## src/rtl/mem_arb_pkg.sv

```systemverilog
// Shared types and constants for the two-requester main-memory arbiter.
package mem_arb_pkg;

   typedef enum logic [1:0] {StIdle, StOwn, StDrain} arb_state_e;

   localparam logic REQ_I = 1'b0;
   localparam logic REQ_D = 1'b1;

   localparam int unsigned BANK_LSB  = 1;
   localparam int unsigned BANK_BITS = 2;

endpackage

```

## src/rtl/mem_arbiter_if.sv

```systemverilog
// Bundle of both cache-controller ports plus the four-bank memory port.
// slave: arbiter view; master: requesters and memory model view.
interface mem_arbiter_if #(
   parameter int unsigned AW = 16,
   parameter int unsigned DW = 16
);
   logic          r0_req, r0_rd, r0_wr;
   logic [AW-1:0] r0_addr;
   logic [DW-1:0] r0_wdata;
   logic          r0_gnt, r0_stall, r0_rvalid;
   logic [DW-1:0] r0_rdata;

   logic          r1_req, r1_rd, r1_wr;
   logic [AW-1:0] r1_addr;
   logic [DW-1:0] r1_wdata;
   logic          r1_gnt, r1_stall, r1_rvalid;
   logic [DW-1:0] r1_rdata;

   logic          m_rd, m_wr;
   logic [AW-1:0] m_addr;
   logic [DW-1:0] m_wdata;
   logic [DW-1:0] m_rdata;
   logic [3:0]    m_busy;
   logic          m_err;
   logic          err;

   modport slave (
      input  r0_req, r0_rd, r0_wr, r0_addr, r0_wdata,
      input  r1_req, r1_rd, r1_wr, r1_addr, r1_wdata,
      input  m_rdata, m_busy, m_err,
      output r0_gnt, r0_stall, r0_rvalid, r0_rdata,
      output r1_gnt, r1_stall, r1_rvalid, r1_rdata,
      output m_rd, m_wr, m_addr, m_wdata, err
   );

   modport master (
      output r0_req, r0_rd, r0_wr, r0_addr, r0_wdata,
      output r1_req, r1_rd, r1_wr, r1_addr, r1_wdata,
      output m_rdata, m_busy, m_err,
      input  r0_gnt, r0_stall, r0_rvalid, r0_rdata,
      input  r1_gnt, r1_stall, r1_rvalid, r1_rdata,
      input  m_rd, m_wr, m_addr, m_wdata, err
   );
endinterface

```

## src/rtl/mem_arb_rd_track.sv

```systemverilog
// Read-latency tracker: an RdLat-stage valid+tag shift register that flags
// which requester owns the read data returning this cycle.
module mem_arb_rd_track #(
   parameter int unsigned RdLat = 2
) (
   input  logic       clk,
   input  logic       rst,
   input  logic       push_i,
   input  logic       tag_i,
   output logic       empty_o,
   output logic [1:0] rvalid_o
);

   logic [RdLat-1:0] vld_q, vld_d;
   logic [RdLat-1:0] tag_q, tag_d;

   always_comb begin
      vld_d = (vld_q << 1) | RdLat'(push_i);
      tag_d = (tag_q << 1) | RdLat'(tag_i);
   end

   always_ff @(posedge clk or posedge rst) begin
      if (rst) begin
         vld_q <= '0;
         tag_q <= '0;
      end else begin
         vld_q <= vld_d;
         tag_q <= tag_d;
      end
   end

   assign empty_o     = ~|vld_q;
   assign rvalid_o[0] = vld_q[RdLat-1] & ~tag_q[RdLat-1];
   assign rvalid_o[1] = vld_q[RdLat-1] &  tag_q[RdLat-1];

endmodule

```

## src/rtl/mem_arbiter.sv

```systemverilog
// Transaction-level arbiter sharing the four-bank memory between I- and D-cache.
// MEM_ARB_DPRIO_EN: requester 1 wins every simultaneous contest (else round-robin).
module mem_arbiter
   import mem_arb_pkg::*;
#(
   parameter int unsigned RD_LAT = 2,
   parameter int unsigned AW     = 16,
   parameter int unsigned DW     = 16
) (
   input logic           clk,
   input logic           rst,
   mem_arbiter_if.slave  bus
);

   arb_state_e state_q, state_d;
   logic       owner_q, owner_d;
   logic       last_gnt_q, last_gnt_d;
   logic       err_q, err_d;

   logic [1:0]    req, rd, wr;
   logic [AW-1:0] addr [2];
   logic [DW-1:0] wdata [2];

   logic                 in_own, own_req, own_rd, own_wr, own_acc;
   logic [AW-1:0]        own_addr;
   logic [BANK_BITS-1:0] bank;
   logic                 bank_busy, issue, winner;
   logic                 trk_empty;
   logic [1:0]           trk_rvalid;

   assign req      = {bus.r1_req, bus.r0_req};
   assign rd       = {bus.r1_rd, bus.r0_rd};
   assign wr       = {bus.r1_wr, bus.r0_wr};
   assign addr[0]  = bus.r0_addr;
   assign addr[1]  = bus.r1_addr;
   assign wdata[0] = bus.r0_wdata;
   assign wdata[1] = bus.r1_wdata;

   always_comb begin
      in_own    = (state_q == StOwn);
      own_req   = req[owner_q];
      own_rd    = rd[owner_q];
      own_wr    = wr[owner_q];
      own_addr  = addr[owner_q];
      bank      = own_addr[BANK_LSB +: BANK_BITS];
      bank_busy = bus.m_busy[bank];
      // A dropping req cancels the access; rd&wr together is never issued.
      own_acc   = in_own & own_req & (own_rd ^ own_wr);
      issue     = own_acc & ~bank_busy & ~bus.m_err;
   end

   assign bus.m_rd    = issue & own_rd;
   assign bus.m_wr    = issue & own_wr;
   assign bus.m_addr  = issue ? own_addr : '0;
   assign bus.m_wdata = issue ? wdata[owner_q] : '0;

   assign bus.r0_gnt   = in_own & (owner_q == REQ_I);
   assign bus.r1_gnt   = in_own & (owner_q == REQ_D);
   assign bus.r0_stall = bus.r0_gnt ? (own_acc & bank_busy) : (bus.r0_rd | bus.r0_wr);
   assign bus.r1_stall = bus.r1_gnt ? (own_acc & bank_busy) : (bus.r1_rd | bus.r1_wr);

   assign bus.r0_rvalid = trk_rvalid[0];
   assign bus.r1_rvalid = trk_rvalid[1];
   assign bus.r0_rdata  = trk_rvalid[0] ? bus.m_rdata : '0;
   assign bus.r1_rdata  = trk_rvalid[1] ? bus.m_rdata : '0;
   assign bus.err       = err_q;

   mem_arb_rd_track #(
      .RdLat (RD_LAT)
   ) u_rd_track (
      .clk      (clk),
      .rst      (rst),
      .push_i   (issue & own_rd),
      .tag_i    (owner_q),
      .empty_o  (trk_empty),
      .rvalid_o (trk_rvalid)
   );

   always_comb begin
      state_d    = state_q;
      owner_d    = owner_q;
      last_gnt_d = last_gnt_q;
      winner     = REQ_I;
      err_d      = bus.m_err | (in_own & own_req & own_rd & own_wr);

      if (req == 2'b11) begin
`ifdef MEM_ARB_DPRIO_EN
         winner = REQ_D;
`else
         winner = ~last_gnt_q;
`endif
      end else begin
         winner = req[1];
      end

      unique case (state_q)
         StIdle: begin
            if (|req) begin
               owner_d    = winner;
               last_gnt_d = winner;
               state_d    = StOwn;
            end
         end
         StOwn: begin
            if (!own_req) state_d = trk_empty ? StIdle : StDrain;
         end
         StDrain: begin
            if (trk_empty) state_d = StIdle;
         end
         default: state_d = StIdle;
      endcase
   end

   always_ff @(posedge clk or posedge rst) begin
      if (rst) begin
         state_q    <= StIdle;
         owner_q    <= REQ_I;
         last_gnt_q <= REQ_D;
         err_q      <= 1'b0;
      end else begin
         state_q    <= state_d;
         owner_q    <= owner_d;
         last_gnt_q <= last_gnt_d;
         err_q      <= err_d;
      end
   end

endmodule

```

## src/flat_wrapper.sv

```systemverilog
// flat-port wrapper written by rule: the top's interface ports become plain ports
module mem_arbiter_flat import mem_arb_pkg::*;
#(
   parameter int unsigned RD_LAT = 2,
   parameter int unsigned AW     = 16,
   parameter int unsigned DW     = 16
)
  (clk, rst, bus_r0_req, bus_r0_rd, bus_r0_wr, bus_r0_addr, bus_r0_wdata, bus_r1_req, bus_r1_rd, bus_r1_wr, bus_r1_addr, bus_r1_wdata, bus_m_rdata, bus_m_busy, bus_m_err, bus_r0_gnt, bus_r0_stall, bus_r0_rvalid, bus_r0_rdata, bus_r1_gnt, bus_r1_stall, bus_r1_rvalid, bus_r1_rdata, bus_m_rd, bus_m_wr, bus_m_addr, bus_m_wdata, bus_err);
  mem_arbiter_if #(.AW(AW), .DW(DW)) bus_i ();
  input logic clk;
  input logic rst;
  input wire logic [$bits(bus_i.r0_req)-1:0] bus_r0_req;
  input wire logic [$bits(bus_i.r0_rd)-1:0] bus_r0_rd;
  input wire logic [$bits(bus_i.r0_wr)-1:0] bus_r0_wr;
  input wire logic [$bits(bus_i.r0_addr)-1:0] bus_r0_addr;
  input wire logic [$bits(bus_i.r0_wdata)-1:0] bus_r0_wdata;
  input wire logic [$bits(bus_i.r1_req)-1:0] bus_r1_req;
  input wire logic [$bits(bus_i.r1_rd)-1:0] bus_r1_rd;
  input wire logic [$bits(bus_i.r1_wr)-1:0] bus_r1_wr;
  input wire logic [$bits(bus_i.r1_addr)-1:0] bus_r1_addr;
  input wire logic [$bits(bus_i.r1_wdata)-1:0] bus_r1_wdata;
  input wire logic [$bits(bus_i.m_rdata)-1:0] bus_m_rdata;
  input wire logic [$bits(bus_i.m_busy)-1:0] bus_m_busy;
  input wire logic [$bits(bus_i.m_err)-1:0] bus_m_err;
  output wire logic [$bits(bus_i.r0_gnt)-1:0] bus_r0_gnt;
  output wire logic [$bits(bus_i.r0_stall)-1:0] bus_r0_stall;
  output wire logic [$bits(bus_i.r0_rvalid)-1:0] bus_r0_rvalid;
  output wire logic [$bits(bus_i.r0_rdata)-1:0] bus_r0_rdata;
  output wire logic [$bits(bus_i.r1_gnt)-1:0] bus_r1_gnt;
  output wire logic [$bits(bus_i.r1_stall)-1:0] bus_r1_stall;
  output wire logic [$bits(bus_i.r1_rvalid)-1:0] bus_r1_rvalid;
  output wire logic [$bits(bus_i.r1_rdata)-1:0] bus_r1_rdata;
  output wire logic [$bits(bus_i.m_rd)-1:0] bus_m_rd;
  output wire logic [$bits(bus_i.m_wr)-1:0] bus_m_wr;
  output wire logic [$bits(bus_i.m_addr)-1:0] bus_m_addr;
  output wire logic [$bits(bus_i.m_wdata)-1:0] bus_m_wdata;
  output wire logic [$bits(bus_i.err)-1:0] bus_err;
  assign bus_i.r0_req = bus_r0_req;
  assign bus_i.r0_rd = bus_r0_rd;
  assign bus_i.r0_wr = bus_r0_wr;
  assign bus_i.r0_addr = bus_r0_addr;
  assign bus_i.r0_wdata = bus_r0_wdata;
  assign bus_i.r1_req = bus_r1_req;
  assign bus_i.r1_rd = bus_r1_rd;
  assign bus_i.r1_wr = bus_r1_wr;
  assign bus_i.r1_addr = bus_r1_addr;
  assign bus_i.r1_wdata = bus_r1_wdata;
  assign bus_i.m_rdata = bus_m_rdata;
  assign bus_i.m_busy = bus_m_busy;
  assign bus_i.m_err = bus_m_err;
  assign bus_r0_gnt = bus_i.r0_gnt;
  assign bus_r0_stall = bus_i.r0_stall;
  assign bus_r0_rvalid = bus_i.r0_rvalid;
  assign bus_r0_rdata = bus_i.r0_rdata;
  assign bus_r1_gnt = bus_i.r1_gnt;
  assign bus_r1_stall = bus_i.r1_stall;
  assign bus_r1_rvalid = bus_i.r1_rvalid;
  assign bus_r1_rdata = bus_i.r1_rdata;
  assign bus_m_rd = bus_i.m_rd;
  assign bus_m_wr = bus_i.m_wr;
  assign bus_m_addr = bus_i.m_addr;
  assign bus_m_wdata = bus_i.m_wdata;
  assign bus_err = bus_i.err;
  mem_arbiter #(.RD_LAT(RD_LAT), .AW(AW), .DW(DW)) u_core (.clk(clk), .rst(rst), .bus(bus_i));
endmodule
```

## config.mk

```make
export PLATFORM = sky130hd
export DESIGN_NAME = mem_arbiter_flat
export DESIGN_NICKNAME = d
export VERILOG_FILES = /design/src/rtl/mem_arb_pkg.sv /design/src/rtl/mem_arbiter_if.sv /design/src/rtl/mem_arb_rd_track.sv /design/src/rtl/mem_arbiter.sv /design/src/flat_wrapper.sv
export SDC_FILE = /design/constraint.sdc
export NUM_CORES = 1
export LEC_CHECK = 0
export CORE_UTILIZATION = 26
export CTS_CLUSTER_SIZE = 16
export DETAILED_ROUTE_END_ITERATION = 6
export PLACE_DENSITY = 0.9
export SLEW_MARGIN = 10
export SYNTH_ARGS = -nofsm -noshare
export SYNTH_HDL_FRONTEND = slang
export SYNTH_SLANG_ARGS = --single-unit
```

## constraint.sdc

```tcl
create_clock -name clk -period 2.25 [get_ports clk]
set_input_delay 0.45 -clock clk [delete_from_list [all_inputs] [get_ports clk]]
set_output_delay 0.45 -clock clk [all_outputs]
set_load 0.01 [all_outputs]
```

==> key figures <==
Timing
  – Final Skew: 0.00107 ns
  – Slew at the pin closest to its max-slew limit: 0.310 ns
  – Final Max Tran Viols: 0
  – FMAX: 0.397 GHz
  – Final worst slack: -0.266 ns
  – RSZ-0062 raised after global routing: yes
  – Final Setup Violations: 36
  – Fin crit period: 2.52 ns
  – Fin Setup TNS: -7.95 ns
  – Slew margin rel.: 78.7%
  – Final period utilization: 112%
  – Final Hold Viols: 0

Yosys
  – Post-Synthesis Mean Instance Area: 7.92 µm²
  – Synthesized instance count: 163
  – #FFs+latches synth: 9
  – Area leader, netlist: mux2i_1
  – Mapped cell area: 1290 µm²
  – Top cells by area, synth: mux2i_1, dfrtp_1, nor3_1
  – YS warnings: 0
  – Area share of the largest cell type after synthesis: 27.9%
  – Post-synthesis sequential area ratio: 17.5%
  – Syn_nets: 256
  – Yosys cell types: 28

Routing
  – Drt pass-1 iters: 4
  – Antenna Nets Post-Route: 0
  – Via count: 2072
  – Post-route DRC: 0
  – Final WL: 6650 µm
  – Via density: 4.84
  – Drt wl/cell: 15.5 µm
  – Initial DRC Count: 29

Worst setup path
  – Worst path depth: 9
  – CP delay by family, top: buffers and inverters
  – CP startpoint: u_core.owner_q
  – Biggest cell delay along the critical path: 0.42 ns
  – Slowest CP cell: dfrtp_2
  – Worst Setup Start Kind: flop
  – Crit Path Class: flop to primary output
  – R2r endpoint: u_core.u_rd_track.vld_q[0]
  – Register-to-register setup slack: 0.52 ns
  – Worst R2R Path Depth: 7
  – CP arrival: 2.07 ns
  – WP buf/inv: 6
  – Worst-path maximum fanout: 8
  – CP Cell Sequence: buf_4, buf_12, inv_4, mux2i_2, nand3b_1, buf_6, clkbuf_16, nor3_2, buf_2
  – CP required: 1.80 ns
  – Worst r2r src: u_core.owner_q
  – Crit. End Element: primary output

Clock network
  – H-tree depth: 1
  – Sink Count: 9
  – CTS tree: built
  – Clk buf depth: 2
  – Cts-stage hold buffer count: 0
  – CTS root buf: clkbuf_8
  – Clock Pin Slew Worst Setup and Hold Paths: 0.04 ns
  – Clock Latency Late Sink: 0.23 ns
  – CTS Buf Count: 3

Hold path
  – Hold EP: u_core.u_rd_track.tag_q[1]
  – HP Class: flop to flop
  – Hold Path Cell Cnt: 0
  – Hold path start: u_core.u_rd_track.tag_q[0]

Final layout
  – Fill count: 330
  – Layout cells sized above 1: 36.3%
  – Antenna cell count: 0
  – Design area: 3630 µm²
  – Final nets: 455
  – Area growth syn-to-layout: 181%

Floorplanning
  – Starting Density: 27.2%
  – Die Span Y: 72.5 µm
  – Die area: 5250 µm²
  – Core Rows: 25
  – Die Wd: 72.5 µm
  – Placeable Area: 4750 µm²
  – Top Ports: 166

Job
  – Max Cap Viol: 0

GRT
  – Initial antenna violation count: 0
  – First-pass GRT wire length: 9680 µm
  – Met3 usage in global routing: 5.56%
  – Met1 global-route usage: 24.6%
  – GRT Total Usage: 23.8%
  – Congestion Overflow GR: 0
  – Global route hottest layer: met2
  – GR Util met2: 47.1%
  – Via count of the first global-routing pass: 1997
  – Largest net degree at the start of global routing: 31

Outcome
  – Failing checks: setup timing
  – Outcome: complete, but fails checks

Placement
  – Placed cell area: 3140 µm²
  – Post-DP HPWL: 4650 µm
  – Number of I/O port buffers: 165
  – Final GP Congestion: 0.852

Power and ir drop
  – LEAKAGE: 1.70 nW
  – Worst vdd ir: 0.000488 V
  – Pwr dens: 641 nW/µm²
==> synthesized netlist by cell type <==
cell type	count
nor3_1	33
a311oi_1	1
nand3_1	2
and2_1	17
nor2_1	8
a21oi_1	3
and3_1	16
mux2_2	1
o22a_1	1
a32o_1	1
o22ai_1	2
dfstp_2	1
inv_1	3
buf_6	4
buf_2	4
clkbuf_1	6
nor2b_1	3
a21o_1	2
dfrtp_1	8
mux2i_2	1
o21ai_0	1
nand2b_1	1
mux2i_4	1
nand3b_1	1
nor3_2	1
mux2i_1	36
nand2_1	3
xnor2_1	2
==> registers in the layout (all words and copies together), names as in the netlist <==
register	cells
u_core.bus.err	1
u_core.u_rd_track.tag_q	2
u_core.u_rd_track.vld_q	2
u_core.owner_q	1
u_core.last_gnt_q	1
u_core.state_q	2
==> worst reg2reg max path, cell delays in order, from the launching register on <==
cell,delay [ns]
dfrtp_2,0.42
buf_4,0.15
buf_12,0.13
mux2i_4,0.24
mux2i_4,0.33
buf_12,0.16
buf_12,0.13
nor3_4,0.05
==> cells by family after synthesis <==
family | after synthesis | share of synthesized area (%)
buffers and inverters | 17 | 7.65
DFF | 9 | 17.5
and+or+nand+nor | 85 | 36.0
AOI/OAI and AO/OA | 11 | 5.81
xor gates and xnor gates | 2 | 1.36
muxes | 39 | 31.6
==> final cells by class <==
class	count	area, µm²	area share (%)
Clock buffer	4	45.0	1.24
Tap cell	67	83.8	2.31
Sequential cell	9	228	6.27
Inverter	3	13.8	0.379
Timing Repair Buffer	208	1970	54.3
Multi-Input combinational cell	137	1290	35.5
==> metal layers <==
layer / wire length, µm / up-vias
met3: 627 / 9
met1: 2360 / 957
met5: 0 / -
met4: 82 / 0
li1: - / 989
met2: 3580 / 117
==> power breakdown <==
part	total, mW	switching (mW)	internal [mW]
combinational	1.89	0.894	0.998
clock	0.186	0.0628	0.123
sequential	0.251	0.0321	0.219
==> what timing repair did <==
action,in CTS,in global routing
pin swaps,27,12
endpoints found under the setup margin,38,37
buffers inserted,7,9
cloned,3,3
gates resized for setup,211,38
==> metrics by stage <==
| stage | utilization, % | worst slack (ns) | hold WS [ns] | cells | total power, mW |
|---|---|---|---|---|---|
| after floorplan | - | 0.0751 | 0.277 | 163 | 1.02 |
| after global placement | 66.0 | -0.882 | 0.339 | 404 | 1.55 |
| after detailed placement | 66.0 | -0.923 | 0.341 | 404 | 1.57 |
| after CTS | 71.2 | -0.210 | 0.351 | 418 | 2.09 |
| after global routing | 76.4 | -0.323 | 0.364 | 428 | 2.47 |
| final | 76.4 | -0.266 | 0.349 | 428 | 2.33 |
==> worst max path at each step <==
stage	to	slack, ns
after floorplan	bus_m_wdata[0]	0.08
after detailed placement	bus_m_addr[10]	-0.92
after global routing	bus_m_wdata[14]	-0.32
after CTS	bus_m_addr[2]	-0.21
final	bus_m_addr[8]	-0.27
after global placement	bus_m_wdata[9]	-0.88
==> layout by cell type (no fill, tap or decap), types with 5 or more instances in the layout <==
cell type        instances
and2_1                  17
and3_1                  16
buf_12                   8
buf_2                   35
buf_4                   28
buf_6                    5
clkdlybuf4s50_1        118
dfrtp_1                  7
dlygate4sd2_1            7
mux2i_1                 32
mux2i_4                  5
nor2_1                   7
nor3_2                  21
nor3_4                  13
Power figures use the tool's default switching activity.
